--- src/rtl/writeback_if.sv ---
// Bundle of the writeback unit's handshake and register-file signals.
// master: the writeback unit itself; slave: the surrounding pipeline.
interface writeback_if;
  logic        alu_valid;
  logic [4:0]  alu_rd;
  logic [31:0] alu_data;
  logic        alu_stall;
  logic        ld_issue;
  logic [4:0]  ld_issue_rd;
  logic        ld_resp_valid;
  logic        ld_resp_ready;
  logic [4:0]  ld_resp_rd;
  logic [31:0] ld_resp_data;
  logic        wen;
  logic [4:0]  rd;
  logic [31:0] din;
  logic [4:0]  rs1;
  logic [4:0]  rs2;
  logic [31:0] rf_r1;
  logic [31:0] rf_r2;
  logic [31:0] op1;
  logic [31:0] op2;
  logic        busy1;
  logic        busy2;

  modport master (
    input  alu_valid, alu_rd, alu_data, ld_issue, ld_issue_rd,
    input  ld_resp_valid, ld_resp_rd, ld_resp_data, rs1, rs2, rf_r1, rf_r2,
    output alu_stall, ld_resp_ready, wen, rd, din, op1, op2, busy1, busy2
  );

  modport slave (
    output alu_valid, alu_rd, alu_data, ld_issue, ld_issue_rd,
    output ld_resp_valid, ld_resp_rd, ld_resp_data, rs1, rs2, rf_r1, rf_r2,
    input  alu_stall, ld_resp_ready, wen, rd, din, op1, op2, busy1, busy2
  );
endinterface

--- src/rtl/writeback_unit.sv ---
// Writeback unit: merges ALU results and buffered load responses into a
// single register-file write port, and tracks registers with loads in flight.
// Optional build macro WB_BYPASS_EN forwards the registered write into op1/op2.
module writeback_unit (
  input logic         clk,
  input logic         rst,
  writeback_if.master bus
);

  // Load response buffer: two {rd, data} entries with explicit occupancy.
  logic [1:0][36:0] fifo_q, fifo_d;
  logic             head_q, head_d;
  logic             tail_q, tail_d;
  logic [1:0]       count_q, count_d;
  logic             fifo_full, fifo_empty, push, pop;

  // Registered write port and its origin.
  logic        wen_q, wen_d;
  logic [4:0]  rd_q, rd_d;
  logic [31:0] din_q, din_d;
  logic        from_fifo_q, from_fifo_d;

  // One bit per architectural register with a load still outstanding.
  logic [31:0] busy_q, busy_d;

  // Buffer bookkeeping; ready depends only on current occupancy, never on pop.
  always_comb begin
    fifo_full  = (count_q == 2'd2);
    fifo_empty = (count_q == 2'd0);
    push       = bus.ld_resp_valid && !fifo_full;
    fifo_d     = fifo_q;
    head_d     = head_q;
    tail_d     = tail_q;
    count_d    = count_q;
    if (push) begin
      fifo_d[tail_q] = {bus.ld_resp_rd, bus.ld_resp_data};
      tail_d         = ~tail_q;
    end
    if (pop) begin
      head_d = ~head_q;
    end
    if (push && !pop) begin
      count_d = count_q + 2'd1;
    end else if (pop && !push) begin
      count_d = count_q - 2'd1;
    end
  end

  // Write arbitration: ALU has priority, otherwise drain the buffer head.
  always_comb begin
    wen_d       = 1'b0;
    rd_d        = rd_q;
    din_d       = din_q;
    from_fifo_d = 1'b0;
    pop         = 1'b0;
    if (bus.alu_valid) begin
      wen_d = (bus.alu_rd != 5'd0);
      rd_d  = bus.alu_rd;
      din_d = bus.alu_data;
    end else if (!fifo_empty) begin
      pop         = 1'b1;
      from_fifo_d = 1'b1;
      rd_d        = fifo_q[head_q][36:32];
      din_d       = fifo_q[head_q][31:0];
      wen_d       = (fifo_q[head_q][36:32] != 5'd0);
    end
  end

  // Scoreboard update; a new issue overrides a retiring load to the same register.
  always_comb begin
    busy_d = busy_q;
    if (wen_q && from_fifo_q) begin
      busy_d[rd_q] = 1'b0;
    end
    if (bus.ld_issue && (bus.ld_issue_rd != 5'd0)) begin
      busy_d[bus.ld_issue_rd] = 1'b1;
    end
  end

  // State registers; reset drops buffered responses and all pending loads.
  always_ff @(posedge clk or posedge rst) begin
    if (rst) begin
      fifo_q      <= '0;
      head_q      <= 1'b0;
      tail_q      <= 1'b0;
      count_q     <= 2'd0;
      wen_q       <= 1'b0;
      rd_q        <= 5'd0;
      din_q       <= 32'd0;
      from_fifo_q <= 1'b0;
      busy_q      <= 32'd0;
    end else begin
      fifo_q      <= fifo_d;
      head_q      <= head_d;
      tail_q      <= tail_d;
      count_q     <= count_d;
      wen_q       <= wen_d;
      rd_q        <= rd_d;
      din_q       <= din_d;
      from_fifo_q <= from_fifo_d;
      busy_q      <= busy_d;
    end
  end

  assign bus.alu_stall     = fifo_full;
  assign bus.ld_resp_ready = !fifo_full;
  assign bus.wen           = wen_q;
  assign bus.rd            = rd_q;
  assign bus.din           = din_q;
  assign bus.busy1         = busy_q[bus.rs1];
  assign bus.busy2         = busy_q[bus.rs2];

`ifdef WB_BYPASS_EN
  // Forward the write currently on the port to readers of the same register.
  always_comb begin
    bus.op1 = bus.rf_r1;
    bus.op2 = bus.rf_r2;
    if (wen_q && (rd_q == bus.rs1) && (rd_q != 5'd0)) begin
      bus.op1 = din_q;
    end
    if (wen_q && (rd_q == bus.rs2) && (rd_q != 5'd0)) begin
      bus.op2 = din_q;
    end
  end
`else
  assign bus.op1 = bus.rf_r1;
  assign bus.op2 = bus.rf_r2;
`endif

endmodule

--- src/flat_wrapper.sv ---
// flat-port wrapper written by rule: the top's interface ports become plain ports
module writeback_unit_flat 
  (clk, rst, bus_alu_valid, bus_alu_rd, bus_alu_data, bus_ld_issue, bus_ld_issue_rd, bus_ld_resp_valid, bus_ld_resp_rd, bus_ld_resp_data, bus_rs1, bus_rs2, bus_rf_r1, bus_rf_r2, bus_alu_stall, bus_ld_resp_ready, bus_wen, bus_rd, bus_din, bus_op1, bus_op2, bus_busy1, bus_busy2);
  writeback_if bus_i ();
  input logic clk;
  input logic rst;
  input wire logic [$bits(bus_i.alu_valid)-1:0] bus_alu_valid;
  input wire logic [$bits(bus_i.alu_rd)-1:0] bus_alu_rd;
  input wire logic [$bits(bus_i.alu_data)-1:0] bus_alu_data;
  input wire logic [$bits(bus_i.ld_issue)-1:0] bus_ld_issue;
  input wire logic [$bits(bus_i.ld_issue_rd)-1:0] bus_ld_issue_rd;
  input wire logic [$bits(bus_i.ld_resp_valid)-1:0] bus_ld_resp_valid;
  input wire logic [$bits(bus_i.ld_resp_rd)-1:0] bus_ld_resp_rd;
  input wire logic [$bits(bus_i.ld_resp_data)-1:0] bus_ld_resp_data;
  input wire logic [$bits(bus_i.rs1)-1:0] bus_rs1;
  input wire logic [$bits(bus_i.rs2)-1:0] bus_rs2;
  input wire logic [$bits(bus_i.rf_r1)-1:0] bus_rf_r1;
  input wire logic [$bits(bus_i.rf_r2)-1:0] bus_rf_r2;
  output wire logic [$bits(bus_i.alu_stall)-1:0] bus_alu_stall;
  output wire logic [$bits(bus_i.ld_resp_ready)-1:0] bus_ld_resp_ready;
  output wire logic [$bits(bus_i.wen)-1:0] bus_wen;
  output wire logic [$bits(bus_i.rd)-1:0] bus_rd;
  output wire logic [$bits(bus_i.din)-1:0] bus_din;
  output wire logic [$bits(bus_i.op1)-1:0] bus_op1;
  output wire logic [$bits(bus_i.op2)-1:0] bus_op2;
  output wire logic [$bits(bus_i.busy1)-1:0] bus_busy1;
  output wire logic [$bits(bus_i.busy2)-1:0] bus_busy2;
  assign bus_i.alu_valid = bus_alu_valid;
  assign bus_i.alu_rd = bus_alu_rd;
  assign bus_i.alu_data = bus_alu_data;
  assign bus_i.ld_issue = bus_ld_issue;
  assign bus_i.ld_issue_rd = bus_ld_issue_rd;
  assign bus_i.ld_resp_valid = bus_ld_resp_valid;
  assign bus_i.ld_resp_rd = bus_ld_resp_rd;
  assign bus_i.ld_resp_data = bus_ld_resp_data;
  assign bus_i.rs1 = bus_rs1;
  assign bus_i.rs2 = bus_rs2;
  assign bus_i.rf_r1 = bus_rf_r1;
  assign bus_i.rf_r2 = bus_rf_r2;
  assign bus_alu_stall = bus_i.alu_stall;
  assign bus_ld_resp_ready = bus_i.ld_resp_ready;
  assign bus_wen = bus_i.wen;
  assign bus_rd = bus_i.rd;
  assign bus_din = bus_i.din;
  assign bus_op1 = bus_i.op1;
  assign bus_op2 = bus_i.op2;
  assign bus_busy1 = bus_i.busy1;
  assign bus_busy2 = bus_i.busy2;
  writeback_unit u_core (.clk(clk), .rst(rst), .bus(bus_i));
endmodule
--- config.mk ---
export PLATFORM = sky130hd
export DESIGN_NAME = writeback_unit_flat
export DESIGN_NICKNAME = d
export VERILOG_FILES = /design/src/rtl/writeback_if.sv /design/src/rtl/writeback_unit.sv /design/src/flat_wrapper.sv
export SDC_FILE = /design/constraint.sdc
export NUM_CORES = 1
export LEC_CHECK = 0
export CAP_MARGIN = 20
export CELL_PAD_IN_SITES_DETAIL_PLACEMENT = 1
export CELL_PAD_IN_SITES_GLOBAL_PLACEMENT = 1
export CORE_UTILIZATION = 35
export DETAILED_ROUTE_END_ITERATION = 16
export PLACE_DENSITY = 0.88
export SYNTH_ARGS = -nofsm -noshare
export SYNTH_HDL_FRONTEND = slang
export SYNTH_SLANG_ARGS = --single-unit
--- constraint.sdc ---
create_clock -name clk -period 7.43 [get_ports clk]
set_clock_uncertainty 0.2 [all_clocks]
set_input_delay 1.486 -clock clk [delete_from_list [all_inputs] [get_ports clk]]
set_output_delay 1.486 -clock clk [all_outputs]
set_load 0.1 [all_outputs]
==> results.yml <==
status:
  status: "complete, no violations"
worst_hold_path:
  hold_path_class: "register to register"
final_layout:
  syn_to_final_growth_pct: 22.9
  instances_no_fill: 1044
  final_cell_mix: "dfrtp_1, clkdlybuf4s50_1, o21ai_0"
  final_common_cell: "dfrtp_1"
  antenna_cells: 0
  nets: 916
  postLayoutCoreUtil_pct: 44.0
  drive_above_1_share_pct: 16.1
sta:
  max_slew.worst_pin.slew_ns: 1.04
  max_freq_ghz: 0.162
  fin_crit_ns: 6.18
  fin_setup_tns_ns: 0
  worst_slack_ns: 1.25
  period_share_pct: 83.2
  grt_setup_unrepaired: "false"
  drv_slew: 0
  hold_viol: 0
  setup_viol: 0
  relSlewSlack_pct: 30.5
run:
  drv_cap: 0
pwr:
  sw_frac_of_total_pct: 44.4
  powerDensity_nw_per_um2: 491
  combPwrFrac_pct: 45.9
  switchingPower_w: 0.00201
  leakage_nw: 3.87
  p_clk_share_pct: 20.4
  seqPwrFrac_pct: 33.7
  ir_drop_mv: 0.376
  cellInternalPower_w: 0.00252
drt:
  drt_iter0_drc: 198
  ant_nets: 0
  viasPerCell: 5.19
  vias: 5418
  dr.pass1.iters: 4
  routed_wirelength_mm: 19.8
  wire_per_inst_um: 19.0
  remaining_drc_errors: 0
placement:
  pre_cts_ws_ns: 1.30
  place_hpwl_mm: 13.4
  gp_congestion: 0.850
  numPlacedInstances: 1013
  portBuffers: 135
clock_network:
  cts_hold_buf: 0
  post_cts_buffers: 0
  h-tree-depth: 4
  root_buffer: "clkbuf_16"
  clockBufferDepth: 2
  cts_resized: 0
  clkTransAtPathRegs_ns: 0.06
  cts_inserted_buffers: 17
  clkSinkCount: 149
  insertion_delay_ns: 0.42
  cts_tree: "done"
global_routing:
  grt_use_total_pct: 18.9
  grt_pass1_vias: 5935
  grt_pass1_wl_mm: 32.2
  grt_antenna_before_repair: 0
  grt_max_degree: 90
  overflow: 0
yosys:
  yosysUniqueCellTypes: 36
  syn_nets: 855
  ys_seq_elements: 149
  syn-cell-area_um2: 7520
  avgSynthCellArea_um2: 10.8
  syn_inst: 696
  yosys_warnings: 0
  ys_seq_area_share_pct: 49.6
setup_path:
  crit_top_cell: "clkdlybuf4s50_1"
  start_kind: "input pin"
  critPathKind: "input pin to primary output"
  crit_buf_inv: 2
  cpMaxStageDelayCell: "clkdlybuf4s50_1"
  cp_cell_sequence: "clkdlybuf4s50_1, mux2i_1, a22oi_1, nand4b_1, a21oi_1, a311o_1, clkdlybuf4s50_1"
  worst_setup_path_end_kind: "primary output"
  worstPathArrival_ns: 4.49
  critPathRequiredTime_ns: 5.74
  crit_family: "buffers and inverters"
  worst_path_largest_cell_delay_ns: 1.13
  cp_max_fo: 16
die:
  row_count: 53
  die_area_um2: 22100
  core_um2: 21000
  die_w_um: 149
  io_pins: 264
  die_y_um: 149
  start_util_pct: 35.8
-- layout make-up --
cell class                      count  area, um2
Multi-Input combinational cell    444       3130
Inverter                            4       20.0
Tap cell                          275        344
Clock inverter                     11        173
Timing Repair Buffer              141       1390
Clock buffer                       20        457
Fill cell                        2237      11800
Sequential cell                   149       3730
-- registers in the layout, indices dropped and copies added, names as in the netlist --
signal and count:
u_core.from_fifo_q 1, u_core.tail_q 1, u_core.busy_q 32, u_core.count_q 2, u_core.fifo_q 74, u_core.bus.rd 5, u_core.head_q 1, u_core.bus.din 32
u_core.bus.wen 1
-- per-layer routing --
metal	vias up	track usage [%]	share of wire, %
met2	165	30.4	48
met4	0	7.47	2.5
met5	-	0	0
li1	2494	-	-
met1	2722	23.0	42
met3	37	6.56	7.4
-- cells in the mapped netlist (all sizes together) --
library cell  count  area [um2]
o21ai            99         495
mux2             76         927
inv               4        15.0
nor3              2        10.0
and2              2        12.5
nand3b            8        60.1
nor2b             4        25.0
a21oi            40         200
nand4             1        6.26
or3b              3        26.3
nor2             43         161
nand2            57         219
o21a              1        7.51
mux2i            69         691
nand4b            3        26.3
a311o             2        20.0
xor2              2        17.5
a22oi            11        82.6
or3               3        18.8
ha                1        12.5
xnor2             2        17.5
or2               2        12.5
a211oi            2        15.0
nand3             7        35.0
clkbuf           15        56.3
dfrtp           149        3730
a211o             1        8.76
buf              84         594
nand2b            3        21.3
-- worst paths after layout --
| kind | from | to | slack, ns | cells after the start |
|---|---|---|---|---|
| max reg2reg | u_core.head_q$_DFFE_PP0P_ | u_core.bus.wen$_DFF_PP0_ | 5.08 | 5 |
| min in group asynchronous | rst | u_core.bus.rd[0]$_DFFE_PP0P_ | 1.38 | 2 |
| min reg2reg | u_core.bus.din[1]$_DFFE_PP0P_ | u_core.bus.din[1]$_DFFE_PP0P_ | 0.28 | 2 |
| max in group asynchronous | rst | u_core.head_q$_DFFE_PP0P_ | 4.25 | 3 |
| min | u_core.bus.din[1]$_DFFE_PP0P_ | u_core.bus.din[1]$_DFFE_PP0P_ | 0.28 | 2 |
| max | bus_rs2[1] | bus_busy2 | 1.25 | 7 |
-- stage by stage --
| stage | instance area, um2 | power, W | hold slack, ns |
|---|---|---|---|
| after global routing | 9250 | 0.00477 | 0.312 |
| after floorplan | 7520 | 0.00321 | 0.274 |
| after global placement | 8620 | 0.00354 | 0.260 |
| final | 9250 | 0.00454 | 0.279 |
| after CTS | 9250 | 0.00457 | 0.289 |
| after detailed placement | 8620 | 0.00362 | 0.274 |
-- logic make-up (layout without fill, tap and decap cells) --
logic type	count (synthesis)	count (layout)	share of synthesized area, %
buffers and inverters	103	176	8.85
adder cells (fa/ha/maj)	1	1	0.166
flip-flops	149	149	49.6
AO/OA/AOI/OAI	156	156	11.0
XOR/XNOR	4	4	0.466
AND/OR/NAND/NOR	138	138	8.43
multiplexers	145	145	21.5
-- power by group through the flow --
stage               Combinational [W]  Clock [W]  Sequential [W]
floorplan                     0.00110          0         0.00211
global placement              0.00204          0         0.00151
detailed placement            0.00209          0         0.00153
CTS                           0.00211   0.000944         0.00152
global route                  0.00222   0.000974         0.00158
finish                        0.00208   0.000924         0.00153
-- worst reg2reg max path, stage by stage, from the launching register on --
cell and delay [ns]:
dfrtp_2 0.69, buf_4 0.51, mux2_2 0.42, nor2_1 0.11
a21oi_1 0.08, a211o_1 0.24
No activity file was read; power rests on OpenSTA's default activity.
